==> config.mk <==
export PLATFORM = sky130hd
export DESIGN_NAME = complex_mult_seq
export DESIGN_NICKNAME = d
export VERILOG_FILES = /design/src/rtl/complex_mult_pkg.sv /design/src/rtl/cmul_real_mult.sv /design/src/rtl/complex_mult_seq.sv
export SDC_FILE = /design/constraint.sdc
export NUM_CORES = 1
export LEC_CHECK = 0
export ABC_AREA = 1
export BUFFER_PORTS_ARGS = -buffer_cell sky130_fd_sc_hd__buf_2
export CAP_MARGIN = 20
export CORE_MARGIN = 2
export CORE_UTILIZATION = 60
export CTS_BUF_LIST = sky130_fd_sc_hd__clkbuf_4 sky130_fd_sc_hd__clkbuf_8
export CTS_CLUSTER_DIAMETER = 80
export CTS_CLUSTER_SIZE = 8
export DETAILED_ROUTE_END_ITERATION = 10
export PLACE_DENSITY = 0.79
export RECOVER_POWER = 50
export SETUP_SLACK_MARGIN = 0.1
export SYNTH_ARGS = -nofsm -noshare
export SYNTH_HDL_FRONTEND = slang
export SYNTH_HIERARCHICAL = 1
export SYNTH_SLANG_ARGS = --single-unit
==> constraint.sdc <==
create_clock -name clk -period 10.9 [get_ports clk]
set_input_delay 2.18 -clock clk [delete_from_list [all_inputs] [get_ports clk]]
set_output_delay 2.18 -clock clk [all_outputs]
set_load 0.02 [all_outputs]
==> src/rtl/complex_mult_pkg.sv <==
// Shared widths, FSM encoding and product tags for the sequential complex multiplier.
// Tags travel with each partial product so the accumulator knows where it belongs.
package complex_mult_pkg;

  localparam int CM_W       = 8;
  localparam int CM_MUL_LAT = 2;
  localparam int CM_PW      = 2 * CM_W;
  localparam int CM_RW      = 2 * CM_W + 1;

  localparam logic [1:0] IDLE  = 2'd0;
  localparam logic [1:0] ISSUE = 2'd1;
  localparam logic [1:0] DRAIN = 2'd2;
  localparam logic [1:0] DONE  = 2'd3;

  // Issue order equals tag value, so the issue counter doubles as the tag.
  localparam logic [1:0] P_RR = 2'd0;
  localparam logic [1:0] P_II = 2'd1;
  localparam logic [1:0] P_RI = 2'd2;
  localparam logic [1:0] P_IR = 2'd3;

endpackage

==> src/rtl/cmul_real_mult.sv <==
// Registered signed W x W -> 2W multiplier with valid and tag riding alongside.
// Latency MUL_LAT clocks, fully pipelined; no backpressure (always accepts).
module cmul_real_mult
  import complex_mult_pkg::*;
#(
  parameter int W       = CM_W,
  parameter int MUL_LAT = CM_MUL_LAT
) (
  input  logic             clk,
  input  logic             rst_n,
  input  logic             in_vld,
  input  logic [1:0]       in_tag,
  input  logic [W-1:0]     a_dat,
  input  logic [W-1:0]     b_dat,
  output logic             out_vld,
  output logic [1:0]       out_tag,
  output logic [2*W-1:0]   out_dat
);

  localparam int PW = 2 * W;

  logic signed [PW-1:0]       a_ext;
  logic signed [PW-1:0]       b_ext;
  logic signed [PW-1:0]       prod;
  logic [MUL_LAT-1:0]         vld_q, vld_d;
  logic [MUL_LAT-1:0][1:0]    tag_q, tag_d;
  logic [MUL_LAT-1:0][PW-1:0] dat_q, dat_d;

  // Both operands are widened before multiplying so -2^(W-1) squared is exact.
  always_comb begin
    a_ext    = {{W{a_dat[W-1]}}, a_dat};
    b_ext    = {{W{b_dat[W-1]}}, b_dat};
    prod     = a_ext * b_ext;
    vld_d    = '0;
    tag_d    = '0;
    dat_d    = '0;
    vld_d[0] = in_vld;
    tag_d[0] = in_tag;
    dat_d[0] = prod;
    for (int i = 1; i < MUL_LAT; i++) begin
      vld_d[i] = vld_q[i-1];
      tag_d[i] = tag_q[i-1];
      dat_d[i] = dat_q[i-1];
    end
  end

  always_ff @(posedge clk or negedge rst_n) begin
    if (!rst_n) begin
      vld_q <= '0;
      tag_q <= '0;
      dat_q <= '0;
    end else begin
      vld_q <= vld_d;
      tag_q <= tag_d;
      dat_q <= dat_d;
    end
  end

  assign out_vld = vld_q[MUL_LAT-1];
  assign out_tag = tag_q[MUL_LAT-1];
  assign out_dat = dat_q[MUL_LAT-1];

endmodule

==> src/rtl/complex_mult_seq.sv <==
// Sequential complex multiply sharing one real multiplier over four partial products.
// Accept at edge T, result at T+4+MUL_LAT+1; result held until out_ready, one op in flight.
module complex_mult_seq
  import complex_mult_pkg::*;
#(
  parameter int W       = CM_W,
  parameter int MUL_LAT = CM_MUL_LAT
) (
  input  logic           clk,
  input  logic           rst_n,
  input  logic           in_valid,
  output logic           in_ready,
  input  logic [W-1:0]   a_re,
  input  logic [W-1:0]   a_im,
  input  logic [W-1:0]   b_re,
  input  logic [W-1:0]   b_im,
  output logic           out_valid,
  input  logic           out_ready,
  output logic [2*W:0]   res_re,
  output logic [2*W:0]   res_im
);

  localparam int PW = 2 * W;
  localparam int RW = 2 * W + 1;

  logic [1:0]    state_q, state_d;
  logic [1:0]    cnt_q, cnt_d;
  logic [W-1:0]  a_re_q, a_re_d, a_im_q, a_im_d;
  logic [W-1:0]  b_re_q, b_re_d, b_im_q, b_im_d;
  logic [RW-1:0] acc_re_q, acc_re_d, acc_im_q, acc_im_d;
  logic [RW-1:0] res_re_q, res_re_d, res_im_q, res_im_d;
  logic          out_valid_q, out_valid_d;

  logic          mul_in_vld;
  logic [W-1:0]  mul_a, mul_b;
  logic          mul_out_vld;
  logic [1:0]    mul_out_tag;
  logic [PW-1:0] mul_out_dat;
  logic [RW-1:0] prod_ext;

  always_comb begin
    mul_in_vld = (state_q == ISSUE);
    mul_a      = a_re_q;
    mul_b      = b_re_q;
    case (cnt_q)
      P_RR:    begin mul_a = a_re_q; mul_b = b_re_q; end
      P_II:    begin mul_a = a_im_q; mul_b = b_im_q; end
      P_RI:    begin mul_a = a_re_q; mul_b = b_im_q; end
      default: begin mul_a = a_im_q; mul_b = b_re_q; end
    endcase
  end

  cmul_real_mult #(
    .W       (W),
    .MUL_LAT (MUL_LAT)
  ) u_mult (
    .clk     (clk),
    .rst_n   (rst_n),
    .in_vld  (mul_in_vld),
    .in_tag  (cnt_q),
    .a_dat   (mul_a),
    .b_dat   (mul_b),
    .out_vld (mul_out_vld),
    .out_tag (mul_out_tag),
    .out_dat (mul_out_dat)
  );

  assign prod_ext = {mul_out_dat[PW-1], mul_out_dat};

  always_comb begin
    state_d     = state_q;
    cnt_d       = cnt_q;
    a_re_d      = a_re_q;
    a_im_d      = a_im_q;
    b_re_d      = b_re_q;
    b_im_d      = b_im_q;
    acc_re_d    = acc_re_q;
    acc_im_d    = acc_im_q;
    res_re_d    = res_re_q;
    res_im_d    = res_im_q;
    out_valid_d = out_valid_q;

    if (mul_out_vld) begin
      case (mul_out_tag)
        P_RR:    acc_re_d = acc_re_q + prod_ext;
        P_II:    acc_re_d = acc_re_q - prod_ext;
        P_RI:    acc_im_d = acc_im_q + prod_ext;
        default: acc_im_d = acc_im_q + prod_ext;
      endcase
    end

    case (state_q)
      IDLE: begin
        if (in_valid) begin
          a_re_d   = a_re;
          a_im_d   = a_im;
          b_re_d   = b_re;
          b_im_d   = b_im;
          acc_re_d = '0;
          acc_im_d = '0;
          cnt_d    = '0;
          state_d  = ISSUE;
        end
      end
      ISSUE: begin
        cnt_d = cnt_q + 2'd1;
        if (cnt_q == P_IR) begin
          state_d = DRAIN;
        end
      end
      DRAIN: begin
        if (mul_out_vld && (mul_out_tag == P_IR)) begin
          state_d = DONE;
        end
      end
      default: begin
        // First DONE cycle publishes the sums; afterwards hold until taken.
        if (!out_valid_q) begin
          res_re_d    = acc_re_q;
          res_im_d    = acc_im_q;
          out_valid_d = 1'b1;
        end else if (out_ready) begin
          out_valid_d = 1'b0;
          state_d     = IDLE;
        end
      end
    endcase
  end

  always_ff @(posedge clk or negedge rst_n) begin
    if (!rst_n) begin
      state_q     <= IDLE;
      cnt_q       <= '0;
      a_re_q      <= '0;
      a_im_q      <= '0;
      b_re_q      <= '0;
      b_im_q      <= '0;
      acc_re_q    <= '0;
      acc_im_q    <= '0;
      res_re_q    <= '0;
      res_im_q    <= '0;
      out_valid_q <= 1'b0;
    end else begin
      state_q     <= state_d;
      cnt_q       <= cnt_d;
      a_re_q      <= a_re_d;
      a_im_q      <= a_im_d;
      b_re_q      <= b_re_d;
      b_im_q      <= b_im_d;
      acc_re_q    <= acc_re_d;
      acc_im_q    <= acc_im_d;
      res_re_q    <= res_re_d;
      res_im_q    <= res_im_d;
      out_valid_q <= out_valid_d;
    end
  end

  assign in_ready  = (state_q == IDLE);
  assign out_valid = out_valid_q;
  assign res_re    = res_re_q;
  assign res_im    = res_im_q;

endmodule
==> metrics.csv, run 1 <==
metric,value,unit
status,finished with violations,
violations,"capacitance limit, slew limit",
n_fill_cell,1434,
relSlewSlack,-1.33,
rsz0062_at_grt,no,
yosysWarnings,6,
multi_input_area,5640,um^2
syn_inst,1305,
synth_seq_area_share,0.344,
postCtsSetupRepairBufs,0,
layout.nets,1527,
hold_depth,0,
setup_tns,0,ps
ctsResizeCount,0,
seqCellArea,3580,um^2
crit_path_start,in_valid,
dp_hpwl,16400,um
area_growth,8.53,%
drive_gt1_frac,0.126,
r2r_cells,18,
antenna_found_initial,0,
die-area,18400,um^2
first_pass_iters,6,
synth_top_cell_by_area,dfrtp_1,
hp-class,reg -> reg,
timing.rr.start,cnt_q[0],
clock_sinks,143,
cts_made_buffers,17,
grt_max_degree,79,
wl_per_cell,13.2,um
crit_path_end_kind,flip-flop,
final.min_clock_period,5740,ps
slew_violations,174,
dieHeight,136,um
clock_skew,20.5,ps
grt.total_usage,0.251,
drv_cap,3,
antenna_left,0,
globalplace.congestion,0.979,
synth_cell_types,43,
cts-root-buf,clkbuf_8,
via_count,8080,
wirelength,21100,um
synth_area_per_cell,7.98,um^2
holdCritStartpoint,u_mult/dat_d[26],
syn_area,10400,um^2
antenna_cells,0,
rows,48,
overflow,0,
first_iter_violations,401,
htree_num_levels,4,
port_buffers,71,
initial_core_util,0.609,
die_w,136,um
critPathLaunchType,input pin,
tritoncts,done,
synth_fp_nets,1468,
hold_viol,0,
cts.reportedPaths.clkPinSlew,90,ps
tightest_slew,3490,ps
grt_pass1_wl,36800,um
synthTopCellsByArea,"dfrtp_1 (34%), nand2_1 (12%), fa_1 (11%)",
setup_viol,0,
max_freq,0.174,GHz
drc_errors,0,
cts_hold_buf,0,
pin_count,72,
cts_buffer_depth,2,
finalCritPeriodShare,0.527,
ys_ff_latch,143,
worst_ep_required_time,11280,ps
core,17100,um^2
vias_per_cell,5.04,
worst-setup-path-type,in -> reg,
synth_top_area_share,0.344,
grt_pass1_vias,8087,
clk_latency,470,ps
arrival,6120,ps
cp_max_fo,50,
routing by layer:
| metal | global-route usage | vias up | wire (um) |
|---|---|---|---|
| met2 | 0.450 | 149 | 10700 |
| li1 | - | 4106 | - |
| met4 | 0.0775 | 0 | 404 |
| met5 | 0 | - | 0 |
| met1 | 0.312 | 3784 | 9380 |
| met3 | 0.0408 | 41 | 613 |
cell usage after synthesis, drive strengths merged:
cell / n
a211oi: 2
a21boi: 1
a21o: 6
a21oi: 56
a31o: 1
a31oi: 5
buf: 6
clkbuf: 31
clkinv: 2
dfrtp: 143
fa: 57
ha: 70
inv: 278
mux2: 21
nand2: 362
nand2b: 1
nand3: 58
nand3b: 4
nand4: 8
nor2: 60
nor3: 3
o211ai: 7
o21a: 1
o21ai: 68
o21bai: 10
o221ai: 1
o31ai: 4
or2: 2
xnor2: 13
xor2: 24
cell type report:
cell class / instances / area share
multi-input combinational: 845 / 0.499
sequential: 143 / 0.317
inverter: 280 / 0.0930
timing repair buffer: 77 / 0.0335
tap: 225 / 0.0249
clock buffer: 18 / 0.0219
clock inverter: 14 / 0.0108
state kept, by name, indices dropped and copies added (netlist names), 16 cells and up:
register        flops
res_re             17
res_im             17
acc_im_q           17
acc_re_q           17
u_mult/dat_d       16
u_mult/out_dat     16
through the flow:
stage	hold slack, ps	utilization	cell area (um^2)	setup slack, ps	instances
after floorplan	331	-	10400	5940	1305
after detailed placement	335	0.640	11000	5620	1570
after global routing	356	0.660	11300	4790	1602
after CTS	352	0.662	11300	5580	1602
after global placement	332	0.640	11000	5790	1570
final	352	0.660	11300	5160	1602
cells in the final DEF (no fill, tap or decap), types with 7 or more instances in the layout:
cell,instances
fa_1,57
o21ai_0,64
nand2_2,16
ha_1,70
inv_2,8
clkbuf_1,13
mux2_2,21
nand2_1,343
nor2_1,52
nand4_1,8
dfrtp_1,143
nand3_2,7
xnor2_1,13
o21bai_1,8
clkbuf_8,18
o211ai_1,7
buf_2,60
inv_1,270
xor2_1,24
a21oi_1,50
nand3_1,51
worst paths after layout:
path                                      end  slack [ps]
max                                state_q[0]        5160
min                        u_mult/out_dat[10]         350
max reg2reg                  u_mult/dat_d[28]        5580
min reg2reg                u_mult/out_dat[10]         350
max in group asynchronous  u_mult/out_dat[12]        5660
min in group asynchronous           res_im[3]        2880
logic make-up (layout without fill, tap and decap cells):
group	Yosys count	count (layout)	share of synthesized area
and+or+nand+nor	498	498	0.204
buffers and inverters	317	389	0.115
AOI/OAI and AO/OA	162	162	0.0903
DFF	143	143	0.344
adders and majority gates	127	127	0.194
xor gates and xnor gates	37	37	0.0311
muxes	21	21	0.0227
critical path, stage by stage:
cell,delay (ps)
buf_2,100
nand2_1,40
clkbuf_1,1510
clkinv_1,1170
buf_4,540
o221ai_1,380
nand2_1,100
o31ai_1,80
Power of run 1 is not shown: default switching activity piles up to over one toggle a cycle in this logic, so the estimate is an artifact.
==> inputs of run 2 (changes only) <==
==> constraint.sdc (replaced) <==
create_clock -name clk -period 5.9 [get_ports clk]
set_input_delay 1.18 -clock clk [delete_from_list [all_inputs] [get_ports clk]]
set_output_delay 1.18 -clock clk [all_outputs]
set_load 0.02 [all_outputs]
==> metrics.csv, run 2 (same netlist as run 1, synthesis figures left out) <==
metric,value,unit
critPathSlowestCell,o21ai_0,
postCtsSetupRepairBufs,0,
grt.total_usage,0.254,
pre_cts_ws,662,ps
hp-class,reg -> reg,
relSlewSlack,-1.64,
wl_per_cell,13.3,um
via_count,8141,
first_pass_iters,4,
vias_per_cell,5.08,
core,17100,um^2
overflow,0,
arrival,5650,ps
setup_tns,0,ps
final_cell_mix,"nand2_1 (344), inv_1 (270), dfrtp_1 (143)",
cp_top_family,adder cells,
tightest_slew,3960,ps
cts-root-buf,clkbuf_8,
crit_buf_inv,4,
dp_hpwl,16400,um
final.min_clock_period,5310,ps
first_iter_violations,455,
worst-setup-path-type,reg -> reg,
grt_pass1_vias,8131,
crit_path_end_kind,flip-flop,
ctsResizeCount,0,
drv_cap,3,
fin_ws,589,ps
wirelength,21300,um
antenna_left,0,
grt_pass1_wl,37100,um
layout.nets,1527,
cts.reportedPaths.clkPinSlew,100,ps
cp_max_fo,17,
dieHeight,136,um
tritoncts,done,
final_common_cell,nand2_1,
crit_chain,inv_1 > ha_1 > o21ai_0 > nand2_1 > fa_1 > fa_1 > inv_1 > fa_1 > inv_1 > fa_1 > inv_1 > ha_1 > a21oi_1 > nand2_1 > nand4_1 > nand2_1 > xor2_1,
max_freq,0.188,GHz
timing.rr.start,cnt_q[1],
pin_count,72,
grt_max_degree,94,
worst_ep_required_time,6240,ps
port_buffers,71,
rows,48,
antenna_found_initial,0,
initial_core_util,0.609,
holdCritStartpoint,u_mult/dat_d[24],
violations,"capacitance limit, slew limit",
slew_violations,201,
die_w,136,um
rsz0062_at_grt,no,
htree_num_levels,4,
status,finished with violations,
clock_skew,14.0,ps
holdWs,353,ps
globalplace.congestion,0.943,
antenna_cells,0,
slowest_delay,750,ps
area_growth,8.95,%
hold_viol,0,
place_area,11000,um^2
drc_errors,0,
critPathLaunchType,flip-flop,
clock_sinks,143,
die-area,18400,um^2
cts_made_buffers,17,
crit_path_start,cnt_q[1],
drive_gt1_frac,0.133,
stdcell_area,11300,um^2
cts_hold_buf,0,
setup_viol,0,
finalCritPeriodShare,0.900,
cts_buffer_depth,2,
clk_latency,460,ps
-- run 2: path summary, 6_finish.rpt --
| check | end | slack, ps | cells after the start |
|---|---|---|---|
| worst min register to register | u_mult/out_dat[8] | 350 | 0 |
| max in group asynchronous | res_re[15] | 1420 | 1 |
| worst max-delay path | u_mult/dat_d[28] | 590 | 17 |
| worst min-delay path | u_mult/out_dat[8] | 350 | 0 |
| worst max register to register | u_mult/dat_d[28] | 590 | 17 |
| min in group asynchronous | acc_im_q[3] | 2240 | 1 |
-- run 2: area by class of cell --
cell class | instances | area (um^2)
Clock buffer | 17 | 234
Clock inverter | 15 | 161
Fill cell | 1477 | 5770
Inverter | 280 | 1050
Multi-Input combinational cell | 845 | 5640
Sequential cell | 143 | 3580
Tap cell | 225 | 282
Timing Repair Buffer | 77 | 400
-- run 2: through the flow --
stage | instances | util
2_1_floorplan | 1305 | -
3_3_place_gp | 1570 | 0.640
3_5_place_dp | 1570 | 0.640
4_1_cts | 1602 | 0.664
5_1_grt | 1602 | 0.663
6_report | 1602 | 0.663
-- run 2: routing by layer --
metal,part of all wire,up-vias,track usage,wire length (um)
li1,-,4113,-,-
met1,0.43,3824,0.306,9190
met2,0.52,174,0.465,11000
met3,0.037,30,0.0445,792
met4,0.015,0,0.0758,326
met5,0,-,0,0
Power of run 2 is left out for the same reason.
==> inputs of run 3 (changes only) <==
--- a/config.mk
+++ b/config.mk
@@ -6,7 +6,6 @@
 export NUM_CORES = 1
 export LEC_CHECK = 0
 export ABC_AREA = 1
-export BUFFER_PORTS_ARGS = -buffer_cell sky130_fd_sc_hd__buf_2
 export CAP_MARGIN = 20
 export CORE_MARGIN = 2
 export CORE_UTILIZATION = 60
@@ -14,7 +13,8 @@
 export CTS_CLUSTER_DIAMETER = 80
 export CTS_CLUSTER_SIZE = 8
 export DETAILED_ROUTE_END_ITERATION = 10
-export PLACE_DENSITY = 0.79
+export DONT_BUFFER_PORTS = 1
+export PLACE_DENSITY = 0.76
 export RECOVER_POWER = 50
 export SETUP_SLACK_MARGIN = 0.1
 export SYNTH_ARGS = -nofsm -noshare
==> metrics.csv, run 3 (same netlist as run 1, synthesis figures left out) <==
metric,value,unit
critPathLaunchType,flip-flop,
hold_end,u_mult/out_dat[5],
first_iter_violations,368,
port_buffers,0,
crit_chain,inv_1 > ha_1 > o21ai_0 > inv_1 > or2_2 > fa_1 > fa_1 > inv_1 > fa_1 > inv_1 > fa_1 > inv_1 > ha_1 > a21oi_1 > nand2_1 > nand4_1 > nand2_1 > xor2_1,
grt_max_degree,144,
holdCritStartpoint,u_mult/dat_d[21],
tritoncts,done,
cp_top_family,adder cells,
worst-setup-path-type,reg -> reg,
status,finished clean,
final_cell_mix,"nand2_1 (343), inv_1 (270), dfrtp_1 (143)",
vias_per_cell,5.12,
slowest_delay,550,ps
tightest_slew,893,ps
cts-root-buf,clkbuf_8,
htree_num_levels,4,
cts_buffer_depth,2,
finalCritPeriodShare,0.903,
cp_max_fo,17,
layout.nets,1455,
grt_pass1_vias,7768,
cts_made_buffers,17,
dieHeight,136,um
timing.rr.start,cnt_q[0],
rsz0062_at_grt,no,
hold_depth,0,
core,17100,um^2
die-area,18400,um^2
crit_path_end_kind,flip-flop,
grt_pass1_wl,35100,um
rows,48,
arrival,5660,ps
final.min_clock_period,5330,ps
drv_cap,0,
clk_latency,450,ps
setup_tns,0,ps
grt.total_usage,0.239,
hp-class,reg -> reg,
wl_per_cell,13.3,um
hold_viol,0,
antenna_left,0,
final_common_cell,nand2_1,
r2r_cells,18,
setup_viol,0,
overflow,0,
worst_ep_required_time,6230,ps
crit_path_start,cnt_q[0],
globalplace.congestion,0.954,
first_pass_iters,5,
antenna_cells,0,
drive_gt1_frac,0.0874,
cts_hold_buf,0,
pin_count,72,
wirelength,20400,um
regToRegSetupSlack,570,ps
clock_skew,14.8,ps
dp_hpwl,15800,um
clock_sinks,143,
cts.reportedPaths.clkPinSlew,90,ps
die_w,136,um
max_freq,0.188,GHz
crit_buf_inv,5,
slew_violations,0,
antenna_found_initial,0,
relSlewSlack,0.398,
area_growth,5.18,%
critPathSlowestCell,fa_1,
drc_errors,0,
via_count,7834,
cp_common_cell,inv_1,
initial_core_util,0.609,
r2r_end,u_mult/dat_d[28],
## run 3: what timing repair did
action	CTS	global route
setup buffers	0	0
gates resized for setup	0	1
setup endpoints to repair	0	1
## run 3: area by class of cell
class	count	area, um^2
flip-flops and latches	143	3580
well taps	225	282
clock inverters	15	129
fillers	1494	6160
multi-input cells	845	5640
repair buffers	5	37.5
clock buffers	17	234
inverters	280	1050
## run 3: stage by stage
step,instances,hold slack [ps],area [um^2],setup slack [ps],utilization
final,1530,346,11000,569,0.640
after global routing,1530,354,11000,185,0.640
after CTS,1530,350,11000,530,0.640
after detailed placement,1498,336,10600,555,0.619
after global placement,1498,332,10600,706,0.619
after floorplan,1305,331,10400,942,-
## run 3: per-layer routing
metal / part of all wire / global-route usage / vias to the layer above
met1: 0.45 / 0.298 / 3662
met2: 0.50 / 0.427 / 163
met5: 0 / 0 / -
li1: - / - / 3979
met4: 0.018 / 0.0683 / 0
met3: 0.037 / 0.0423 / 30
## run 3: worst register-to-register path: stages, from the launching register on
cell and delay (ps):
dfrtp_1 380, inv_1 90, ha_1 470, o21ai_0 430
inv_1 230, or2_2 340, fa_1 530, fa_1 550
inv_1 60, fa_1 530, inv_1 60, fa_1 520
inv_1 40, ha_1 360, a21oi_1 230, nand2_1 110
nand4_1 80, nand2_1 70, xor2_1 140
## run 3: worst max-delay path by stage
stage / depth (start not counted) / endpoint / slack (ps)
after detailed placement: 18 / u_mult/dat_d[28] / 560
after global routing: 17 / u_mult/dat_d[28] / 180
final: 18 / u_mult/dat_d[28] / 570
after floorplan: 19 / u_mult/dat_d[28] / 940
after global placement: 18 / u_mult/dat_d[28] / 710
after CTS: 18 / u_mult/dat_d[28] / 530
Power of run 3 is left out for the same reason.
